--- config.mk ---
export PLATFORM = sky130hd
export DESIGN_NAME = id_ex_decode_stage_flat
export DESIGN_NICKNAME = d
export VERILOG_FILES = /design/src/rtl/id_ex_decode_stage_if.sv /design/src/rtl/id_ex_decode_stage.sv /design/src/flat_wrapper.sv
export SDC_FILE = /design/constraint.sdc
export NUM_CORES = 1
export LEC_CHECK = 0
export BUFFER_PORTS_ARGS = -buffer_cell sky130_fd_sc_hd__buf_2
export CORE_AREA = 2 2 73 82
export CTS_BUF_LIST = sky130_fd_sc_hd__clkbuf_4 sky130_fd_sc_hd__clkbuf_8
export DETAILED_ROUTE_END_ITERATION = 12
export DIE_AREA = 0 0 75 84
export PLACE_DENSITY_LB_ADDON = 0.2
export SETUP_SLACK_MARGIN = 0.4
export SLEW_MARGIN = 30
export SYNTH_ARGS = -nofsm -noshare
export SYNTH_HDL_FRONTEND = slang
export SYNTH_SLANG_ARGS = --single-unit
--- constraint.sdc ---
create_clock -name clock -period 5.3 [get_ports clock]
set_input_delay 0 -clock clock [delete_from_list [all_inputs] [get_ports clock]]
set_output_delay 0 -clock clock [all_outputs]
set_load 0.01 [all_outputs]
--- src/rtl/id_ex_decode_stage_if.sv ---
// Decode-stage bus: fetch-side handshake, flush, and the registered ID/EX fields.
// The stage takes the slave modport; the fetch/execute environment drives the master side.
interface id_ex_decode_stage_if #(
    parameter int XLEN = 32
) ();
    logic            flush;
    logic            in_valid;
    logic            in_ready;
    logic [31:0]     in_inst;
    logic            out_valid;
    logic            out_ready;
    logic [31:0]     out_ir;
    logic [3:0]      out_ctrl;
    logic [4:0]      out_rs1;
    logic [4:0]      out_rs2;
    logic [4:0]      out_rd;
    logic [XLEN-1:0] out_imm;
    logic            out_use_imm;
    logic            out_is_load;
    logic            out_reg_write;
    logic            out_illegal;

    modport slave (
        input  flush, in_valid, in_inst, out_ready,
        output in_ready, out_valid, out_ir, out_ctrl, out_rs1, out_rs2, out_rd,
               out_imm, out_use_imm, out_is_load, out_reg_write, out_illegal
    );

    modport master (
        output flush, in_valid, in_inst, out_ready,
        input  in_ready, out_valid, out_ir, out_ctrl, out_rs1, out_rs2, out_rd,
               out_imm, out_use_imm, out_is_load, out_reg_write, out_illegal
    );
endinterface

--- src/rtl/id_ex_decode_stage.sv ---
// RV32I/RV64I decode into an ID/EX register with load-use bubbles; 1-cycle latency.
// Backpressure: contents held and in_ready low while out_valid && !out_ready.
module id_ex_decode_stage #(
    parameter int XLEN           = 32,
    parameter int LOAD_USE_STALL = 1
) (
    input  logic                  clock,
    input  logic                  resetn,
    id_ex_decode_stage_if.slave   bus
);
    localparam logic [6:0] OP_R  = 7'b0110011;
    localparam logic [6:0] OP_I  = 7'b0010011;
    localparam logic [6:0] OP_LD = 7'b0000011;
    localparam logic [1:0] STALL_INIT =
        (LOAD_USE_STALL > 0) ? 2'(LOAD_USE_STALL - 1) : 2'd0;

    typedef struct packed {
        logic [31:0]     ir;
        logic [3:0]      ctrl;
        logic [4:0]      rs1;
        logic [4:0]      rs2;
        logic [4:0]      rd;
        logic [XLEN-1:0] imm;
        logic            use_imm;
        logic            is_load;
        logic            reg_write;
        logic            illegal;
    } idex_t;

    typedef enum logic {RUN, STALL} state_t;

    state_t      state, state_nxt;
    logic [1:0]  cnt, cnt_nxt;
    logic        vld_q, vld_nxt;
    idex_t       q, q_nxt, dec;
    logic        dec_is_r;
    logic        load_en, hazard, in_rdy;

    logic [31:0] inst;
    logic [6:0]  opcode;
    logic [2:0]  f3;
    logic [6:0]  f7;
    logic [3:0]  base_ctrl;
    logic        shift_base, shift_alt, is_shift;

    assign inst   = bus.in_inst;
    assign opcode = inst[6:0];
    assign f3     = inst[14:12];
    assign f7     = inst[31:25];
    assign is_shift = (f3 == 3'b001) || (f3 == 3'b101);

    // RV64 shifts carry a 6-bit shamt, so inst[25] is not part of the funct field.
    assign shift_base = (XLEN == 64) ? (inst[31:26] == 6'b000000) : (f7 == 7'b0000000);
    assign shift_alt  = (XLEN == 64) ? (inst[31:26] == 6'b010000) : (f7 == 7'b0100000);

    always_comb begin
        base_ctrl = 4'h0;
        case (f3)
            3'b000:  base_ctrl = 4'h1;
            3'b001:  base_ctrl = 4'h3;
            3'b101:  base_ctrl = 4'h4;
            3'b010:  base_ctrl = 4'h6;
            3'b011:  base_ctrl = 4'h7;
            3'b100:  base_ctrl = 4'h8;
            3'b110:  base_ctrl = 4'h9;
            default: base_ctrl = 4'hA;
        endcase
    end

    always_comb begin
        dec      = '0;
        dec_is_r = 1'b0;
        dec.ir   = inst;
        dec.rs1  = inst[19:15];
        dec.rs2  = inst[24:20];
        dec.rd   = inst[11:7];
        case (opcode)
            OP_R: begin
                dec_is_r = 1'b1;
                if (f7 == 7'b0000000)                         dec.ctrl = base_ctrl;
                else if (f7 == 7'b0100000 && f3 == 3'b000)    dec.ctrl = 4'h2;
                else if (f7 == 7'b0100000 && f3 == 3'b101)    dec.ctrl = 4'h5;
                else                                          dec.illegal = 1'b1;
            end
            OP_I: begin
                dec.imm     = {{(XLEN-12){inst[31]}}, inst[31:20]};
                dec.use_imm = 1'b1;
                if (!is_shift)                                dec.ctrl = base_ctrl;
                else if (shift_base)                          dec.ctrl = base_ctrl;
                else if (shift_alt && f3 == 3'b101)           dec.ctrl = 4'h5;
                else                                          dec.illegal = 1'b1;
            end
            OP_LD: begin
                dec.imm     = {{(XLEN-12){inst[31]}}, inst[31:20]};
                dec.use_imm = 1'b1;
                dec.is_load = 1'b1;
                dec.ctrl    = 4'h1;
            end
            default: dec.illegal = 1'b1;
        endcase
        if (dec.illegal) begin
            dec.ctrl    = 4'h0;
            dec.imm     = '0;
            dec.use_imm = 1'b0;
            dec.is_load = 1'b0;
        end
        dec.reg_write = !dec.illegal && (dec.rd != 5'd0);
    end

    assign load_en = !vld_q || bus.out_ready;

    // Only rs1 is read by I-type/load, so rs2 matches count for R-type alone.
    assign hazard = (LOAD_USE_STALL > 0) && (state == RUN) && load_en && bus.in_valid &&
                    vld_q && q.is_load && (q.rd != 5'd0) && !dec.illegal &&
                    ((q.rd == dec.rs1) || (dec_is_r && (q.rd == dec.rs2)));

    always_comb begin
        state_nxt = state;
        cnt_nxt   = cnt;
        vld_nxt   = vld_q;
        q_nxt     = q;
        in_rdy    = 1'b0;
        if (bus.flush) begin
            state_nxt = RUN;
            cnt_nxt   = 2'd0;
            vld_nxt   = 1'b0;
            q_nxt     = '0;
            in_rdy    = 1'b1;
        end else if (state == STALL) begin
            vld_nxt   = 1'b0;
            q_nxt     = '0;
            cnt_nxt   = cnt - 2'd1;
            state_nxt = (cnt == 2'd1) ? RUN : STALL;
        end else if (load_en) begin
            if (hazard) begin
                vld_nxt   = 1'b0;
                q_nxt     = '0;
                cnt_nxt   = STALL_INIT;
                state_nxt = (STALL_INIT != 2'd0) ? STALL : RUN;
            end else begin
                in_rdy  = 1'b1;
                vld_nxt = bus.in_valid;
                q_nxt   = bus.in_valid ? dec : '0;
            end
        end
    end

    always_ff @(posedge clock or negedge resetn) begin
        if (!resetn) begin
            state <= RUN;
            cnt   <= 2'd0;
            vld_q <= 1'b0;
            q     <= '0;
        end else begin
            state <= state_nxt;
            cnt   <= cnt_nxt;
            vld_q <= vld_nxt;
            q     <= q_nxt;
        end
    end

    assign bus.in_ready      = in_rdy;
    assign bus.out_valid     = vld_q;
    assign bus.out_ir        = q.ir;
    assign bus.out_ctrl      = q.ctrl;
    assign bus.out_rs1       = q.rs1;
    assign bus.out_rs2       = q.rs2;
    assign bus.out_rd        = q.rd;
    assign bus.out_imm       = q.imm;
    assign bus.out_use_imm   = q.use_imm;
    assign bus.out_is_load   = q.is_load;
    assign bus.out_reg_write = q.reg_write;
    assign bus.out_illegal   = q.illegal;
endmodule
--- src/flat_wrapper.sv ---
// flat-port wrapper written by rule: the top's interface ports become plain ports
module id_ex_decode_stage_flat 
#(
    parameter int XLEN           = 32,
    parameter int LOAD_USE_STALL = 1
)
  (clock, resetn, bus_flush, bus_in_valid, bus_in_inst, bus_out_ready, bus_in_ready, bus_out_valid, bus_out_ir, bus_out_ctrl, bus_out_rs1, bus_out_rs2, bus_out_rd, bus_out_imm, bus_out_use_imm, bus_out_is_load, bus_out_reg_write, bus_out_illegal);
  id_ex_decode_stage_if #(.XLEN(XLEN)) bus_i ();
  input  logic clock;
  input  logic resetn;
  input wire logic [$bits(bus_i.flush)-1:0] bus_flush;
  input wire logic [$bits(bus_i.in_valid)-1:0] bus_in_valid;
  input wire logic [$bits(bus_i.in_inst)-1:0] bus_in_inst;
  input wire logic [$bits(bus_i.out_ready)-1:0] bus_out_ready;
  output wire logic [$bits(bus_i.in_ready)-1:0] bus_in_ready;
  output wire logic [$bits(bus_i.out_valid)-1:0] bus_out_valid;
  output wire logic [$bits(bus_i.out_ir)-1:0] bus_out_ir;
  output wire logic [$bits(bus_i.out_ctrl)-1:0] bus_out_ctrl;
  output wire logic [$bits(bus_i.out_rs1)-1:0] bus_out_rs1;
  output wire logic [$bits(bus_i.out_rs2)-1:0] bus_out_rs2;
  output wire logic [$bits(bus_i.out_rd)-1:0] bus_out_rd;
  output wire logic [$bits(bus_i.out_imm)-1:0] bus_out_imm;
  output wire logic [$bits(bus_i.out_use_imm)-1:0] bus_out_use_imm;
  output wire logic [$bits(bus_i.out_is_load)-1:0] bus_out_is_load;
  output wire logic [$bits(bus_i.out_reg_write)-1:0] bus_out_reg_write;
  output wire logic [$bits(bus_i.out_illegal)-1:0] bus_out_illegal;
  assign bus_i.flush = bus_flush;
  assign bus_i.in_valid = bus_in_valid;
  assign bus_i.in_inst = bus_in_inst;
  assign bus_i.out_ready = bus_out_ready;
  assign bus_in_ready = bus_i.in_ready;
  assign bus_out_valid = bus_i.out_valid;
  assign bus_out_ir = bus_i.out_ir;
  assign bus_out_ctrl = bus_i.out_ctrl;
  assign bus_out_rs1 = bus_i.out_rs1;
  assign bus_out_rs2 = bus_i.out_rs2;
  assign bus_out_rd = bus_i.out_rd;
  assign bus_out_imm = bus_i.out_imm;
  assign bus_out_use_imm = bus_i.out_use_imm;
  assign bus_out_is_load = bus_i.out_is_load;
  assign bus_out_reg_write = bus_i.out_reg_write;
  assign bus_out_illegal = bus_i.out_illegal;
  id_ex_decode_stage #(.XLEN(XLEN), .LOAD_USE_STALL(LOAD_USE_STALL)) u_core (.clock(clock), .resetn(resetn), .bus(bus_i));
endmodule
==> flow_summary.toml, run 1 <==
[worst_hold_path]
hold_path_class = "in2reg"
hold_path.startpoint = "bus_in_valid"
worstHoldEndpoint = "u_core.bus.out_illegal"
holdPathStages = 3

[placed_design]
port_buffers = 125
detailed_place.area_um2 = 3160
place_congestion = 0.835
dpl.hpwl_mm = 4.61

[timing]
drv_slew = 0
final-setup-viol-count = 0
final_total_negative_setup_slack_ns = 0
worst-slew-pin-transition_ns = 0.699
final.min_clock_period_ns = 2.28
report.final.hold_viol_count = 0
unrepaired_setup_endpoints_after_global_routing = "no"
fmaxAchievable_mhz = 438
slew_headroom = 0.534
worst_skew_ns = 0.00856
timing.final.crit_share = 0.430

[routing]
drt_total_wl_mm = 6.65
drt_first_pass_iters = 4
detail_route.wl_per_cell_um = 15.1
vias = 2292
via_per_inst = 5.22
drc = 0
initialDrtViolationCount = 104
drtAntennaViolNets = 0

[clocking]
clock_insertion_delay_worst_skew_ns = 0.30
cts-hold-fix-buffers = 29
cts.sink_count = 56
max-clock-path-buffers = 2
clkSlewWorstSetupHoldPaths_ns = 0.09
clock_tree.htree_level_count = 2
clock_tree.root_cell = "sky130_fd_sc_hd__clkbuf_8"
cts_tree = "yes"
cts.repair_timing.setup_buffer_count = 0
ctsResizeCount = 0
numCtsBuffers = 5

[synth]
number_of_register_bits_inferred_by_synthesis = 56
synth_top_cell_area_share = 0.508
mappedNetlistArea_um2 = 2760
synth.largest_area_cell = "sky130_fd_sc_hd__dfrtp_1"
synth_cells = 246
yosysWarningCount = 0
syn_avg_cell_area_um2 = 11.2
share_of_synthesized_area_occupied_by_flip_flops_and_latches = 0.508
synth_edf_count = 0
synthDistinctLibCells = 43
synthArstFlopShare = 1.00
synth.area.top_cells = "sky130_fd_sc_hd__dfrtp_1, sky130_fd_sc_hd__a22o_1, sky130_fd_sc_hd__buf_4, sky130_fd_sc_hd__xnor2_1, sky130_fd_sc_hd__nand2_1"
syn_nets = 284
main_synth_ff_type = "sky130_fd_sc_hd__dfrtp_1"

[run]
max_cap_violations = 0

[critical_path]
slowest_stage = "sky130_fd_sc_hd__or4_4"
reg2reg_from = "u_core.bus.out_ir[10]"
worst_reg_to_reg_cells = 6
cp_data_required_time_ns = 5.54
critical_path.startpoint_type = "input pin"
cp_cell_sequence = "dlygate4sd3_1 -> buf_2 -> or4_4 -> nor2_2 -> o21ai_0 -> a311oi_1 -> and3_1 -> a22o_1"
timing.reg2reg.setup_slack_ns = 3.20
cpPeakStageDelay_ns = 0.56
critical_path_peak_fanout = 14
critical_path.reg2reg.endpoint = "u_core.bus.out_imm[8]"
critical-path-top-delay-family = "simple AND/OR/NAND/NOR gates"
criticalPathCategory = "in2reg"
cp.arrival_ns = 2.52
cp.buffers_inverters = 2
crit_path_end_kind = "flip-flop"

[finish]
synthToLayoutAreaGrowth_pct = 28.8
number_of_antenna_cells_inserted = 0
finalNetCount = 399
utilization = 0.639
design_area_um2 = 3550
drive_above_1_share = 0.398

[pwr]
power_leakage_nw = 1.93
clkPwrFrac = 0.300
power.share.combinational = 0.149
post-layout-total-power_w = 0.000814
proportion_of_power_drawn_by_flip_flops_and_latches = 0.551
total_net_switching_power_w = 0.000201
internal_power_w = 0.000613
power.ir.vdd_worst_mv = 0.141
pwr_density_cell_nw_per_um2 = 229
power_switching_share = 0.247

[die]
design.die.area_um2 = 6300
initial_util = 0.497
die-width_um = 75
die_height_um = 84
fp-row-count = 29
core_um2 = 5550
io_pins = 126

[grt]
first_global_vias = 2152
grt_antenna_before_repair = 0
grt_usage = 0.218
grt_start_max_net_pins = 57
globalRouteOverflowTotal = 0
grt_first_pass_wirelength_mm = 10.6

[status]
run_status = "finished clean"
==> cells in the mapped netlist, types with 2 or more instances <==
cell / count
sky130_fd_sc_hd__o31ai_1: 2
sky130_fd_sc_hd__nor2b_1: 4
sky130_fd_sc_hd__a21o_1: 2
sky130_fd_sc_hd__inv_1: 4
sky130_fd_sc_hd__nand2_1: 13
sky130_fd_sc_hd__dfrtp_1: 56
sky130_fd_sc_hd__nand3b_1: 2
sky130_fd_sc_hd__nand2b_1: 2
sky130_fd_sc_hd__buf_2: 2
sky130_fd_sc_hd__a21oi_1: 5
sky130_fd_sc_hd__nor4b_1: 2
sky130_fd_sc_hd__or4_1: 3
sky130_fd_sc_hd__a31oi_1: 2
sky130_fd_sc_hd__nand3_1: 5
sky130_fd_sc_hd__xnor2_1: 9
sky130_fd_sc_hd__nor3_1: 4
sky130_fd_sc_hd__buf_6: 3
sky130_fd_sc_hd__nor3b_1: 3
sky130_fd_sc_hd__xor2_1: 3
sky130_fd_sc_hd__o41ai_1: 2
sky130_fd_sc_hd__o21ai_0: 5
sky130_fd_sc_hd__buf_4: 36
sky130_fd_sc_hd__a22o_1: 45
sky130_fd_sc_hd__nor2_1: 6
sky130_fd_sc_hd__clkbuf_1: 8
==> state kept, by name, summed over array words and instances, names as in the netlist <==
register                  cells
u_core.state                  1
u_core.bus.out_imm           12
u_core.cnt                    2
u_core.bus.out_use_imm        1
u_core.bus.out_illegal        1
u_core.bus.out_is_load        1
u_core.bus.out_valid          1
u_core.bus.out_ir            32
u_core.bus.out_ctrl           4
u_core.bus.out_reg_write      1
==> placed cells by master, fill, tap and decap left out, types with 3 or more instances in the layout <==
| master | count |
|---|---|
| sky130_fd_sc_hd__inv_1 | 4 |
| sky130_fd_sc_hd__or4_1 | 3 |
| sky130_fd_sc_hd__dlygate4sd3_1 | 29 |
| sky130_fd_sc_hd__nand2_1 | 13 |
| sky130_fd_sc_hd__a22o_1 | 45 |
| sky130_fd_sc_hd__o21ai_0 | 5 |
| sky130_fd_sc_hd__dfrtp_1 | 56 |
| sky130_fd_sc_hd__buf_4 | 3 |
| sky130_fd_sc_hd__nor2b_1 | 4 |
| sky130_fd_sc_hd__xor2_1 | 3 |
| sky130_fd_sc_hd__xnor2_1 | 9 |
| sky130_fd_sc_hd__buf_2 | 125 |
| sky130_fd_sc_hd__nand3_1 | 5 |
| sky130_fd_sc_hd__a21oi_1 | 5 |
| sky130_fd_sc_hd__nor3_1 | 4 |
| sky130_fd_sc_hd__nor2_1 | 6 |
| sky130_fd_sc_hd__clkbuf_8 | 6 |
==> worst register-to-register path: cells and delay by family, from the launching register on <==
family	cells	cell delay, ns
AND/OR/NAND/NOR	4	1.24
flip-flops	1	0.47
AO/OA/AOI/OAI	2	0.33
==> per-layer routing <==
layer / up-vias / share of wire / global-route usage
met2: 87 / 0.50 / 0.348
li1: 1090 / - / -
met5: - / 0 / 0
met3: 15 / 0.052 / 0.0254
met4: 0 / 0.024 / 0.0909
met1: 1100 / 0.42 / 0.297
==> kinds of logic (layout without fill, tap and decap cells) <==
kind of cell / count (synthesis) / after routing / synth area share
flip-flops: 56 / 56 / 0.508
adder cells (fa/ha/maj): 1 / 1 / 0.00454
buffers and inverters: 53 / 169 / 0.130
AO/OA/AOI/OAI: 71 / 71 / 0.209
XOR/XNOR: 12 / 12 / 0.0381
AND/OR/NAND/NOR: 53 / 53 / 0.109
==> final cells by class <==
class | count | area, um2
Clock buffer | 8 | 97.6
Tap cell | 77 | 96.3
Inverter | 4 | 15.0
Sequential cell | 56 | 1400
Timing Repair Buffer | 157 | 938
Fill cell | 482 | 2000
Multi-Input combinational cell | 137 | 1000
==> how the worst max path moves through the flow <==
stage	start	cells past startpoint	to	slack [ns]
after floorplan	u_core.bus.out_ir[7]	8	u_core.bus.out_imm[0]	3.47
after global placement	u_core.bus.out_ir[7]	6	u_core.bus.out_imm[30]	3.25
after detailed placement	u_core.bus.out_ir[7]	6	u_core.bus.out_imm[30]	3.22
after CTS	bus_in_inst[25]	8	u_core.bus.out_imm[8]	3.01
after global routing	bus_in_inst[25]	8	u_core.bus.out_imm[8]	2.87
final	bus_in_inst[25]	8	u_core.bus.out_imm[8]	3.02
==> power by group through the flow <==
| stage | combinational, W | clock (W) | sequential, W |
|---|---|---|---|
| detailed placement | 0.000105 | 0 | 0.000458 |
| global route | 0.000132 | 0.000269 | 0.000451 |
| finish | 0.000121 | 0.000244 | 0.000449 |
| floorplan | 0.0000526 | 0 | 0.000463 |
| CTS | 0.000122 | 0.000257 | 0.000449 |
| global placement | 0.000104 | 0 | 0.000457 |
==> through the flow <==
stage                     hold slack (ns)  setup WS (ns)  std cells
after floorplan                    -0.296           3.47        246
after global placement              0.178           3.25        402
after detailed placement            0.181           3.22        402
after CTS                          0.0189           3.01        439
after global routing               0.0323           2.87        439
final                              0.0210           3.02        439
Power figures use the tool's default switching activity.
==> inputs of run 2 (changes only) <==
--- a/config.mk
+++ b/config.mk
@@ -6,10 +6,10 @@
 export NUM_CORES = 1
 export LEC_CHECK = 0
 export BUFFER_PORTS_ARGS = -buffer_cell sky130_fd_sc_hd__buf_2
-export CORE_AREA = 2 2 73 82
+export CORE_AREA = 2 2 79 89
 export CTS_BUF_LIST = sky130_fd_sc_hd__clkbuf_4 sky130_fd_sc_hd__clkbuf_8
 export DETAILED_ROUTE_END_ITERATION = 12
-export DIE_AREA = 0 0 75 84
+export DIE_AREA = 0 0 81 91
 export PLACE_DENSITY_LB_ADDON = 0.2
 export SETUP_SLACK_MARGIN = 0.4
 export SLEW_MARGIN = 30
==> constraint.sdc (replaced) <==
create_clock -name clock -period 1.92 [get_ports clock]
set_input_delay 0 -clock clock [delete_from_list [all_inputs] [get_ports clock]]
set_output_delay 0 -clock clock [all_outputs]
set_load 0.01 [all_outputs]
==> run 2 against run 1 <==
Effect of this change:
- utilization fell by 1.7 points
- count of clock-buffer cells in the layout fell by 2
- routed wire length rose by 20%
- sequential cell count did not move
- sequential power rose to 2.8 times the previous value
- die area rose by 17%
- final cell count rose by 8.7%
- non-clock buffer count rose by 29
==> flow_summary.toml, run 2 (synthesis results as in run 1) <==
[finish]
multi_input_comb_area_um2 = 1200
synthToLayoutAreaGrowth_pct = 45.4
final_common_cell = "sky130_fd_sc_hd__buf_2"
number_of_antenna_cells_inserted = 0
layout_common_cells = "sky130_fd_sc_hd__buf_2, sky130_fd_sc_hd__dfrtp_1, sky130_fd_sc_hd__a22o_1"
drive_above_1_share = 0.511
layout.filler_cells = 531
instances_no_fill = 477
largest_reg_flops = 32
finalNetCount = 432
utilization = 0.622
layout.area.seq_um2 = 1400

[routing]
vias = 2512
drt_first_pass_iters = 4
detail_route.wl_per_cell_um = 16.8
via_per_inst = 5.27
drt_total_wl_mm = 8.00
drc = 0
drtAntennaViolNets = 0
initialDrtViolationCount = 161

[timing]
holdWs_ns = 0.0132
report.final.hold_viol_count = 0
worst-slew-pin-transition_ns = 0.439
worst_skew_ns = 0.00784
fmaxAchievable_mhz = 523
slew_headroom = 0.707
timing.final.crit_share = 0.996
final-setup-viol-count = 0
unrepaired_setup_endpoints_after_global_routing = "yes"
setup_ws_ns = 0.00705
final.min_clock_period_ns = 1.91
drv_slew = 0

[placed_design]
dp_cells = 425
dpl.hpwl_mm = 4.96
place_congestion = 0.785
setup_ws_pre_cts_ns = -0.0694
port_buffers = 125

[die]
initial_util = 0.428
fp-row-count = 31
io_pins = 126
core_um2 = 6440
die_height_um = 91
design.die.area_um2 = 7370
die-width_um = 81

[grt]
grt_usage = 0.221
globalRouteOverflowTotal = 0
grt_antenna_before_repair = 0
first_global_vias = 2390
grt_first_pass_wirelength_mm = 12.5
grt_start_max_net_pins = 31

[pwr]
power_leakage_nw = 2.15
power.ir.vdd_worst_mv = 0.319
pwr_density_cell_nw_per_um2 = 581

[status]
run_status = "finished clean"

[clocking]
cts.sink_count = 56
clkSlewWorstSetupHoldPaths_ns = 0.10
numCtsBuffers = 5
clock_tree.root_cell = "sky130_fd_sc_hd__clkbuf_8"
clock_tree.htree_level_count = 2
cts_tree = "yes"
max-clock-path-buffers = 2
clock_insertion_delay_worst_skew_ns = 0.31

[critical_path]
crit_path_end_kind = "output pin"
critical_path.startpoint_type = "flip-flop"
cp_data_required_time_ns = 1.92
criticalPathCategory = "reg2out"
critical_path_peak_fanout = 3
cp.arrival_ns = 1.91

[worst_hold_path]
hold_path_class = "in2reg"

[run]
max_cap_violations = 0
run 2: stage by stage:
| step | power (W) | TNS (ns) | instance area [um2] |
|---|---|---|---|
| after floorplan | 0.00142 | 0 | 2770 |
| after global placement | 0.00157 | -1.09 | 3310 |
| after detailed placement | 0.00158 | -1.60 | 3310 |
| after CTS | 0.00231 | 0 | 3940 |
| after global routing | 0.00242 | -0.713 | 4010 |
| final | 0.00233 | 0 | 4010 |
run 2: layout make-up:
type / instances / share of cell area
timing repair buffer: 186 / 0.299
clock inverter: 2 / 0.00250
inverter: 4 / 0.00375
sequential: 56 / 0.350
tap: 82 / 0.0256
clock buffer: 6 / 0.0206
multi-input combinational: 141 / 0.298
run 2: worst max-delay path, stage by stage (launching register included):
cell and delay (ns):
sky130_fd_sc_hd__dfrtp_2 0.42, sky130_fd_sc_hd__buf_6 0.13, sky130_fd_sc_hd__xnor2_2 0.12, sky130_fd_sc_hd__nand3_1 0.10
sky130_fd_sc_hd__nor3_2 0.17, sky130_fd_sc_hd__buf_4 0.16, sky130_fd_sc_hd__o211ai_4 0.08, sky130_fd_sc_hd__buf_6 0.13
sky130_fd_sc_hd__a21o_1 0.15, sky130_fd_sc_hd__buf_2 0.13
run 2: where the power goes:
part	internal (W)	total, W	switching (W)
combinational	0.000200	0.000416	0.000216
sequential	0.00121	0.00124	0.0000235
clock	0.000289	0.000674	0.000385
run 2: path summary, 6_finish.rpt:
path / endpoint / startpoint / slack (ns) / cells past startpoint
max reg2reg: u_core.bus.out_ir[8] / u_core.bus.out_ir[7] / 0.06 / 7
min: u_core.bus.out_ir[30] / bus_in_inst[30] / 0.01 / 2
min reg2reg: u_core.bus.out_use_imm / u_core.bus.out_use_imm / 0.48 / 1
max in group asynchronous: u_core.bus.out_ir[8] / resetn / 1.14 / 3
max: bus_in_ready / u_core.bus.out_ir[7] / 0.007 / 9
min in group asynchronous: u_core.bus.out_ir[15] / resetn / 0.15 / 2
run 2: what timing repair did:
item,CTS,global route
pin swaps,12,6
endpoints found under the setup margin,52,56
hold endpoints to repair,56,0
buffers inserted,12,1
hold buffers,27,0
resized for setup,30,13
gates cloned,4,0
run 2: routing by layer:
metal  global-route usage  wire length (um)  up-vias
met1                0.301              3350     1248
met3               0.0368               433        9
met4               0.0650                95        0
met5                    0                 0        -
li1                     -                 -     1166
met2                0.361              4120       89
